## config.mk

```make
export PLATFORM = sky130hd
export DESIGN_NAME = apb_intc
export DESIGN_NICKNAME = d
export VERILOG_FILES = /design/src/rtl/apb_intc.sv
export SDC_FILE = /design/constraint.sdc
export NUM_CORES = 1
export LEC_CHECK = 0
export ABC_AREA = 1
export CORE_MARGIN = 2
export CORE_UTILIZATION = 24
export CTS_BUF_LIST = sky130_fd_sc_hd__clkbuf_4
export CTS_CLUSTER_DIAMETER = 80
export DETAILED_ROUTE_END_ITERATION = 8
export SYNTH_ARGS = -nofsm -noshare
export SYNTH_HDL_FRONTEND = slang
export SYNTH_SLANG_ARGS = --single-unit
```

## constraint.sdc

```tcl
create_clock -name clk -period 2.6 [get_ports clk]
set_clock_uncertainty 0.2 [all_clocks]
set_input_delay 0.39 -clock clk [delete_from_list [all_inputs] [get_ports clk]]
set_output_delay 0.39 -clock clk [all_outputs]
set_load 0.01 [all_outputs]
```

## src/rtl/apb_intc.sv

```systemverilog
// rtl/apb_intc.sv - APB interrupt controller with per-line edge/level mode, W1C pending and registered IRQ
module apb_intc #(
    parameter int NUM_IRQS = 8
) (
    input  logic                clk,
    input  logic                reset,
    input  logic                PENABLE,
    input  logic                PSEL,
    input  logic                PWRITE,
    input  logic [3:0]          PADDR,
    input  logic [31:0]         PWDATA,
    output logic [31:0]         PRDATA,
    input  logic [NUM_IRQS-1:0] irq_in,
    output logic                IRQ
);

    localparam logic [1:0] ADDR_ACTIVE  = 2'd0;
    localparam logic [1:0] ADDR_PENDING = 2'd1;
    localparam logic [1:0] ADDR_ENABLE  = 2'd2;
    localparam logic [1:0] ADDR_TYPE    = 2'd3;

    logic [NUM_IRQS-1:0] irq_q;
    logic [NUM_IRQS-1:0] pending;
    logic [NUM_IRQS-1:0] enable;
    logic [NUM_IRQS-1:0] edge_mode;
    logic [NUM_IRQS-1:0] pending_next;
    logic [NUM_IRQS-1:0] enable_next;
    logic [NUM_IRQS-1:0] edge_mode_next;
    logic [NUM_IRQS-1:0] w1c;
    logic [NUM_IRQS-1:0] rise;
    logic                armed;
    logic                wr_en;
    logic [4:0]          active_idx;
    logic                active_none;
    logic                unused_bits;

    assign wr_en = PSEL & PENABLE & PWRITE;

    always_comb begin
        enable_next    = enable;
        edge_mode_next = edge_mode;
        w1c            = '0;
        if (wr_en) begin
            case (PADDR[3:2])
                ADDR_PENDING: w1c            = PWDATA[NUM_IRQS-1:0];
                ADDR_ENABLE:  enable_next    = PWDATA[NUM_IRQS-1:0];
                ADDR_TYPE:    edge_mode_next = PWDATA[NUM_IRQS-1:0];
                default:      ;
            endcase
        end
    end

    // irq_q is zero straight after reset, so a line held high through reset
    // would look like a fresh rise; armed masks that first cycle.
    assign rise = irq_in & ~irq_q & {NUM_IRQS{armed}};

    // The mode taking effect this edge decides the update, so a level-to-edge
    // switch keeps the current pending value and set beats same-cycle W1C.
    always_comb begin
        pending_next = pending;
        for (int n = 0; n < NUM_IRQS; n++) begin
            if (edge_mode_next[n]) begin
                pending_next[n] = rise[n] | (pending[n] & ~w1c[n]);
            end else begin
                pending_next[n] = irq_in[n];
            end
        end
    end

    always_ff @(posedge clk) begin
        if (reset) begin
            irq_q     <= '0;
            pending   <= '0;
            enable    <= '0;
            edge_mode <= '0;
            armed     <= 1'b0;
            IRQ       <= 1'b0;
        end else begin
            irq_q     <= irq_in;
            pending   <= pending_next;
            enable    <= enable_next;
            edge_mode <= edge_mode_next;
            armed     <= 1'b1;
            IRQ       <= |(pending & enable);
        end
    end

    // Descending scan so the lowest qualifying line is the last one written.
    always_comb begin
        active_none = 1'b1;
        active_idx  = 5'd0;
        for (int n = NUM_IRQS - 1; n >= 0; n--) begin
            if (pending[n] && enable[n]) begin
                active_none = 1'b0;
                active_idx  = n[4:0];
            end
        end
    end

    always_comb begin
        PRDATA = '0;
        case (PADDR[3:2])
            ADDR_ACTIVE:  PRDATA = {active_none, 26'd0, active_idx};
            ADDR_PENDING: PRDATA[NUM_IRQS-1:0] = pending;
            ADDR_ENABLE:  PRDATA[NUM_IRQS-1:0] = enable;
            ADDR_TYPE:    PRDATA[NUM_IRQS-1:0] = edge_mode;
            default:      PRDATA = '0;
        endcase
    end

    assign unused_bits = ^{PADDR[1:0], PWDATA[31:NUM_IRQS]};

endmodule

```

==> impl_metrics.json, run 1 <==
{
  "synthMuxAreaShare": 0,
  "n_antenna_cell": 0,
  "cts_max_path_buffers": 2,
  "r2r_setup_slack_ps": 1510,
  "worst_slack_ps": 197,
  "syn_area_um2": 1800,
  "hold_path_class": "reg2reg",
  "core-area_um2": 7250,
  "start_util": 0.249,
  "ios": 82,
  "dp_hpwl_um": 3060,
  "htreeDepth": 2,
  "crit_chain": "nand2_1, nand2_1, nor2_1, nand3_1, o2111ai_1, clkdlybuf4s50_1",
  "cpPeakStageDelay_ps": 570,
  "grt_pass1_vias": 1410,
  "final.period_utilization": 0.924,
  "numCtsBuffers": 5,
  "synth_top_family_by_area": "simple AND/OR/NAND/NOR gates",
  "clkSlewWorstSetupHoldPaths_ps": 100,
  "drc": 0,
  "synth-adder-area-share": 0,
  "cts_tree": "done",
  "ctsHoldBuffers": 0,
  "pre_cts_ws_ps": -90.8,
  "cts_sinks": 34,
  "wl_per_cell_um": 10.5,
  "fmax_mhz": 416,
  "power_density_nw_per_um2": 449,
  "critPathArrivalTime_ps": 1810,
  "synth_xor_xnor_area_share": 0,
  "leakage_nw": 1.02,
  "antenna_left": 0,
  "critPathKind": "reg2out",
  "ys_ff_latch": 34,
  "die_area_um2": 8230,
  "worstSkewPairLatency_ps": 340,
  "maxCapViolCount": 0,
  "slew_viol_final": 0,
  "netlist_instances": 253,
  "die_h_um": 90.7,
  "required_ps": 2010,
  "antenna_found_initial": 0,
  "post-route-util": 0.304,
  "syn_to_final_growth_pct": 22.4,
  "vias_per_cell": 3.99,
  "num_rows": 31,
  "grt_start_max_net_pins": 18,
  "outcome": "finished, final reports clean",
  "synth.avg_cell_area_um2": 7.13,
  "critPathLaunchType": "flop",
  "fill_cells": 800,
  "tightest_slew_ps": 510,
  "synth.distinct_cells": 27,
  "gp_congestion": 0.801,
  "grt_pass1_wl_um": 6730,
  "worstSetupEndpointType": "primary output",
  "overflow": 0,
  "finalSetupViolations": 0,
  "grt_usage": 0.104,
  "cpLargestDelayFamily": "buffers and inverters",
  "worstPathMaxFanout": 3,
  "critPathMostFrequentCell": "nand2_1",
  "fin_nets": 342,
  "yosysSeqAreaShare": 0.377,
  "min_period_ps": 2400,
  "drt_wl_total_um": 4110,
  "cts_root_buffer": "clkbuf_4",
  "drt_iter0_markers": 122,
  "worst-path-buf-inv": 1,
  "report.final.hold_viol_count": 0,
  "cp_slowest_cell": "clkdlybuf4s50_1",
  "peakVddDrop_v": 0.000210,
  "port_buffers": 32,
  "vias": 1566,
  "fp.dieW_um": 90.7,
  "slew_headroom": 0.660,
  "dr.pass1.iters": 4,
  "yosys.area_share.simple": 0.273,
  "drive_gt1_frac": 0.119,
  "rsz0062_at_grt": "false",
  "synth-compound-area-share": 0.145,
  "yosys_warnings": 0
}
[where the power goes]
part,switching (mW),internal [mW]
Combinational,0.0870,0.0646
Clock,0.168,0.123
Sequential,0.00901,0.540
Total,0.264,0.728
[layout by cell type, fill, tap and decap left out, types with 8 or more instances in the layout]
cell / synthesis / final
nand3_1: 10 / 10
nand2_1: 46 / 46
nor2_1: 40 / 40
o21ai_2: 8 / 8
conb_1: 1 / 23
o21ai_0: 8 / 8
dfxtp_1: 34 / 34
nand2_2: 9 / 9
clkdlybuf4s50_1: 0 / 26
o21ai_1: 8 / 8
inv_1: 37 / 37
[worst paths after layout]
path	startpoint	end	cells past startpoint
min	irq_q[0]	pending[0]	3
min reg2reg	irq_q[0]	pending[0]	3
max reg2reg	armed	pending[4]	4
max	pending[1]	PRDATA[2]	6
[what timing repair did]
item,in CTS,in global routing
gates resized for setup,6,0
setup buffers,0,0
endpoints found under the setup margin,8,0
[final cells by class]
class	instances	area, µm²	area share
well taps	99	124	0.0561
repair buffers	39	365	0.165
multi-input cells	174	840	0.380
flip-flops and latches	34	681	0.308
clock buffers	7	52.6	0.0238
inverters	39	146	0.0663
[cell families (layout without fill, tap and decap cells)]
kind of cell	after synthesis	count (layout)
AO/OA/AOI/OAI	39	39
flip-flops	34	34
AND/OR/NAND/NOR	112	112
buffers and inverters	67	85
other	1	23
[metal layers]
| metal | part of all wire | wire length, µm | global-route usage | vias to the layer above |
|---|---|---|---|---|
| met3 | 0.069 | 283 | 0.0334 | 7 |
| met5 | 0 | 0 | 0 | - |
| met4 | 0.017 | 70 | 0.0436 | 0 |
| met2 | 0.41 | 1690 | 0.153 | 53 |
| met1 | 0.50 | 2060 | 0.140 | 677 |
| li1 | - | - | - | 829 |
[sequential cells by signal (all words and copies together), names as in the netlist]
signal	flops
IRQ	1
armed	1
irq_q	8
edge_mode	8
enable	8
pending	8
[cell usage after synthesis]
master,count,area (µm²)
nand2_2,9,56.3
dfxtp_1,34,681
a221oi_1,2,17.5
and3_1,1,6.26
o221ai_1,5,43.8
nand2_1,46,173
buf_6,1,11.3
a21oi_1,2,10.0
nor2_2,1,6.26
conb_1,1,3.75
o2111ai_1,1,8.76
inv_1,37,139
buf_2,1,5.00
nor2_8,1,20.0
buf_4,24,180
a31oi_1,5,31.3
nand2_4,1,11.3
clkinv_1,1,3.75
nor2_1,40,150
o21ai_2,8,70.1
buf_12,1,20.0
clkbuf_1,1,3.75
inv_2,1,3.75
nand3_1,10,50.1
o21ai_1,8,40.0
nand4_1,3,18.8
o21ai_0,8,40.0
[per-stage QoR]
step / cell area (µm²) / TNS [ps] / hold slack, ps / power (mW) / std cells
finish: 2210 / 0 / 292 / 0.992 / 392
global route: 2210 / 0 / 316 / 1.05 / 392
CTS: 2210 / 0 / 297 / 1.00 / 392
detailed placement: 2160 / -528 / 282 / 0.717 / 385
global placement: 2160 / -481 / 273 / 0.715 / 385
floorplan: 1890 / 0 / 262 / 0.666 / 275
[tightest hold or removal path, delay by kind of cell, from the launching register on]
kind,cells,cell delay [ps]
compound gates,1,50
flops,1,320
simple gates,2,90
No activity file was read; power rests on OpenSTA's default activity.
==> run 2: changes to the inputs <==
- CELL_PAD_IN_SITES_DETAIL_PLACEMENT: unset -> 1
- CELL_PAD_IN_SITES_GLOBAL_PLACEMENT: unset -> 2
- PLACE_DENSITY_LB_ADDON: unset -> 0.1
==> impl_metrics.json, run 2 (same netlist as run 1, synthesis figures left out) <==
{
  "outcome": "finished, final reports clean",
  "grt_pass1_wl_um": 7870,
  "start_util": 0.249,
  "worstSkewPairLatency_ps": 330,
  "power_density_nw_per_um2": 441,
  "antenna_found_initial": 0,
  "drive_gt1_frac": 0.125,
  "cts_tree": "done",
  "hold_path_class": "reg2reg",
  "r2r_end": "pending[3]",
  "fin_area_um2": 2250,
  "final.period_utilization": 0.960,
  "leakage_nw": 1.10,
  "drt_wl_total_um": 4840,
  "dr.pass1.iters": 4,
  "maxCapViolCount": 0,
  "crit_start": "PADDR[2]",
  "worst_slack_ps": 104,
  "ios": 82,
  "die_h_um": 90.7,
  "cts_max_path_buffers": 2,
  "slew_headroom": 0.616,
  "finalSetupViolations": 0,
  "critPathKind": "in2out",
  "timing.rr.start": "armed",
  "p_sw_frac": 0.289,
  "dp_hpwl_um": 3580,
  "die_area_um2": 8230,
  "syn_to_final_growth_pct": 24.5,
  "post_dp_cell_area_um2": 2190,
  "fin_nets": 345,
  "required_ps": 2010,
  "dr_wl_met2_um": 2170,
  "overflow": 0,
  "critPathLaunchType": "input port",
  "r2r_setup_slack_ps": 1480,
  "p_sw_mw": 0.286,
  "layout_commonest_cell": "nand2_1",
  "port_buffers": 32,
  "drc": 0,
  "peakVddDrop_v": 0.000107,
  "met1_length_um": 2450,
  "pre_cts_ws_ps": -80.9,
  "post-layout-total-power_mw": 0.990,
  "critPathArrivalTime_ps": 1910,
  "wl_per_cell_um": 12.2,
  "drt_iter0_markers": 46,
  "cts_setup_buffers": 0,
  "report.final.hold_viol_count": 0,
  "n_antenna_cell": 0,
  "min_period_ps": 2500,
  "seqPwrFrac": 0.555,
  "setup.worst_path.end": "PRDATA[31]",
  "intPower_mw": 0.704,
  "grt_start_max_net_pins": 18,
  "fmax_mhz": 401,
  "vias_per_cell": 4.13,
  "pwr-share-comb": 0.160,
  "grt_pass1_vias": 1625,
  "numCtsBuffers": 5,
  "rsz0062_at_grt": "true",
  "top_layer": "met4",
  "gp_congestion": 0.728,
  "num_rows": 31,
  "worstPathMaxFanout": 3,
  "finalSetupTns_ps": 0,
  "post-route-util": 0.310,
  "fp.dieW_um": 90.7,
  "htreeDepth": 2,
  "grt_usage": 0.121,
  "cts_root_buffer": "clkbuf_4",
  "slew_viol_final": 0,
  "p_clk_frac": 0.285,
  "core-area_um2": 7250,
  "cts_sinks": 34,
  "tightest_slew_ps": 576,
  "mostFrequentLayoutCells": "nand2_1, nor2_1, inv_1",
  "worstRegToRegCells": 4,
  "vias": 1637,
  "wl_met3_um": 147,
  "clkSlewWorstSetupHoldPaths_ps": 110,
  "worstSetupEndpointType": "primary output",
  "antenna_left": 0
}
-- run 2: cell types whose count changed in the layout (fill, tap and decap cells not counted) --
| cell | delta |
|---|---|
| buf_4 | +3 |
| clkbuf_4 | -2 |
| clkdlybuf4s50_1 | -3 |
| clkinv_1 | +3 |
| dlygate4sd2_1 | -1 |
| dlymetal6s2s_1 | +4 |
| nor2_1 | -1 |
| nor2_4 | +1 |
-- run 2: worst min-delay path by stage --
stage,startpoint,end,slack [ps],depth (start not counted)
finish,irq_q[4],pending[4],290,3
global route,irq_q[0],pending[0],330,3
floorplan,irq_q[3],pending[3],260,3
global placement,irq_q[3],pending[3],280,3
CTS,irq_q[4],pending[4],300,3
detailed placement,irq_q[5],pending[5],280,3
-- run 2: power by group through the flow --
stage | Combinational, mW | Sequential (mW) | Clock, mW
floorplan | 0.107 | 0.559 | 0
global placement | 0.161 | 0.561 | 0
detailed placement | 0.162 | 0.562 | 0
CTS | 0.160 | 0.550 | 0.303
global route | 0.177 | 0.552 | 0.317
finish | 0.158 | 0.549 | 0.282
-- run 2: layout make-up --
class | count | area [µm²]
fillers | 918 | 5010
multi-input cells | 174 | 847
flip-flops and latches | 34 | 681
repair buffers | 42 | 399
inverters | 39 | 146
well taps | 99 | 124
clock buffers | 5 | 37.5
clock inverters | 3 | 11.3
-- run 2: metrics by stage --
step                cells  hold WS, ps
global placement      388          277
detailed placement    388          279
floorplan             275          262
CTS                   396          300
global route          396          329
finish                396          289
-- run 2: repair_timing --
action,CTS,global route
gates resized for setup,5,6
endpoints found under the hold margin,0,0
hold buffers,0,0
setup endpoints to repair,8,5
-- run 2: per-layer routing --
metal	vias up	GRT usage
li1	836	-
met1	761	0.159
met2	35	0.201
met3	5	0.0159
met4	0	0.0462
met5	-	0
-- run 2: worst max-delay path, stage by stage --
cell,delay [ps]
clkdlybuf4s50_1,420
buf_4,170
nor2_4,120
buf_4,110
and3_1,160
clkdlybuf4s50_1,530
==> run 3: changes to the inputs <==
- CORE_UTILIZATION: 24 -> 22
- clock period: 2.6 -> 2.7 ns (I/O delays scaled with it)
==> impl_metrics.json, run 3 (same netlist as run 1, synthesis figures left out) <==
{
  "dr.pass1.iters": 4,
  "gp_congestion": 0.702,
  "worst-path-buf-inv": 4,
  "drc": 0,
  "n_antenna_cell": 0,
  "outcome": "finished, final reports clean",
  "worst_slack_ps": 89.7,
  "cts_tree": "done",
  "antenna_found_initial": 0,
  "port_buffers": 32,
  "ios": 82,
  "pre_cts_ws_ps": -4.95,
  "cpLargestDelayFamily": "buffers and inverters",
  "critPathLaunchType": "input port",
  "p_clk_frac": 0.300,
  "hold_path_class": "reg2reg",
  "final.period_utilization": 0.967,
  "worstPathMaxFanout": 5,
  "worstRegToRegCells": 4,
  "numCtsBuffers": 5,
  "clkSlewWorstSetupHoldPaths_ps": 110,
  "fmax_mhz": 383,
  "syn_to_final_growth_pct": 26.6,
  "cts_root_buffer": "clkbuf_4",
  "report.final.hold_viol_count": 0,
  "antenna_left": 0,
  "peakVddDrop_v": 0.000141,
  "cts-resized-gates": 2,
  "grt_pass1_vias": 1571,
  "tightest_slew_ps": 583,
  "min_period_ps": 2610,
  "die_h_um": 94.6,
  "rsz0062_at_grt": "true",
  "cts_max_path_buffers": 2,
  "cp_slowest_cell": "clkdlybuf4s50_1",
  "dp_hpwl_um": 3650,
  "grt_usage": 0.121,
  "num_rows": 33,
  "cts_setup_buffers": 0,
  "grt_start_max_net_pins": 18,
  "p_sw_frac": 0.290,
  "wl_per_cell_um": 12.6,
  "mostFrequentLayoutCells": "nand2_1, nor2_1, inv_1",
  "critPathArrivalTime_ps": 2010,
  "required_ps": 2100,
  "vias": 1605,
  "min_from": "irq_q[4]",
  "slew_viol_final": 0,
  "vias_per_cell": 3.98,
  "p_sw_mw": 0.285,
  "cts_sinks": 34,
  "drt_wl_total_um": 5100,
  "layout_commonest_cell": "nand2_1",
  "min_delay_path_depth": 3,
  "core-area_um2": 8090,
  "seqPwrFrac": 0.540,
  "whs_ps": 296,
  "ctsHoldBuffers": 0,
  "finalSetupTns_ps": 0,
  "crit_chain": "clkdlybuf4s50_1, buf_4, nor2_2, buf_4, a221oi_2, nand2_1, clkdlybuf4s50_1",
  "min_to": "pending[4]",
  "grt_pass1_wl_um": 8020,
  "htreeDepth": 2,
  "timing.rr.start": "pending[4]",
  "fp.dieW_um": 94.6,
  "overflow": 0,
  "critPathKind": "in2out",
  "drive_gt1_frac": 0.148,
  "fin_nets": 346,
  "start_util": 0.223,
  "leakage_nw": 1.11,
  "drt_iter0_markers": 25,
  "slew_headroom": 0.611,
  "power_density_nw_per_um2": 430,
  "worstSetupEndpointType": "primary output",
  "maxCapViolCount": 0,
  "pwr-share-comb": 0.160,
  "r2r_end": "IRQ",
  "worstSkewPairLatency_ps": 340,
  "r2r_setup_slack_ps": 1570,
  "finalSetupViolations": 0,
  "die_area_um2": 8940,
  "intPower_mw": 0.696,
  "cpPeakStageDelay_ps": 500
}
-- run 3: changes by cell type in the layout (fill, tap and decap cells not counted), moves of 2 or more --
cell	change
dlygate4sd2_1	-4
clkdlybuf4s50_1	+3
clkinv_1	-2
nor2_2	+2
-- run 3: per-layer routing --
metal / part of all wire / global-route usage / up-vias / wire length, µm
met5: 0 / 0 / - / 0
met2: 0.45 / 0.193 / 40 / 2290
met1: 0.50 / 0.165 / 718 / 2570
li1: - / - / 841 / -
met3: 0.038 / 0.0184 / 6 / 196
met4: 0.0084 / 0.0435 / 0 / 43
-- run 3: through the flow --
stage / power, mW / cell area [µm²] / utilization / std cells
4_1_cts: 1.01 / 2260 / 0.279 / 403
3_5_place_dp: 0.700 / 2200 / 0.272 / 395
5_1_grt: 1.05 / 2280 / 0.282 / 403
2_1_floorplan: 0.641 / 1890 / - / 275
6_report: 0.981 / 2280 / 0.282 / 403
3_3_place_gp: 0.699 / 2200 / 0.272 / 395
-- run 3: cell type report --
class	instances	area [µm²]
repair buffers	43	414
clock buffers	6	45.0
well taps	105	131
clock inverters	2	8.76
inverters	39	146
flip-flops and latches	34	681
fillers	1030	5810
multi-input cells	174	857
-- run 3: how the worst max path moves through the flow --
stage | startpoint | endpoint | slack [ps] | cells after the start
CTS | PADDR[2] | PRDATA[3] | -0.3 | 6
finish | PADDR[2] | PRDATA[1] | 90 | 7
floorplan | PADDR[2] | PRDATA[3] | 1000 | 5
detailed placement | PADDR[3] | PRDATA[1] | -5 | 6
global placement | PADDR[2] | PRDATA[2] | -6 | 6
global route | PADDR[2] | PRDATA[1] | 0.1 | 7
-- run 3: worst min-delay path: cells and delay by family (launching register included) --
family             cells  cell delay, ps
AOI/OAI and AO/OA      1              50
and+or+nand+nor        2              90
DFF                    1             330
-- run 3: power by group through the flow --
stage / logic (mW) / clock network, mW / registers, mW
final: 0.157 / 0.294 / 0.530
after global routing: 0.177 / 0.337 / 0.532
after CTS: 0.160 / 0.318 / 0.530
after global placement: 0.158 / 0 / 0.541
after floorplan: 0.103 / 0 / 0.539
after detailed placement: 0.159 / 0 / 0.541
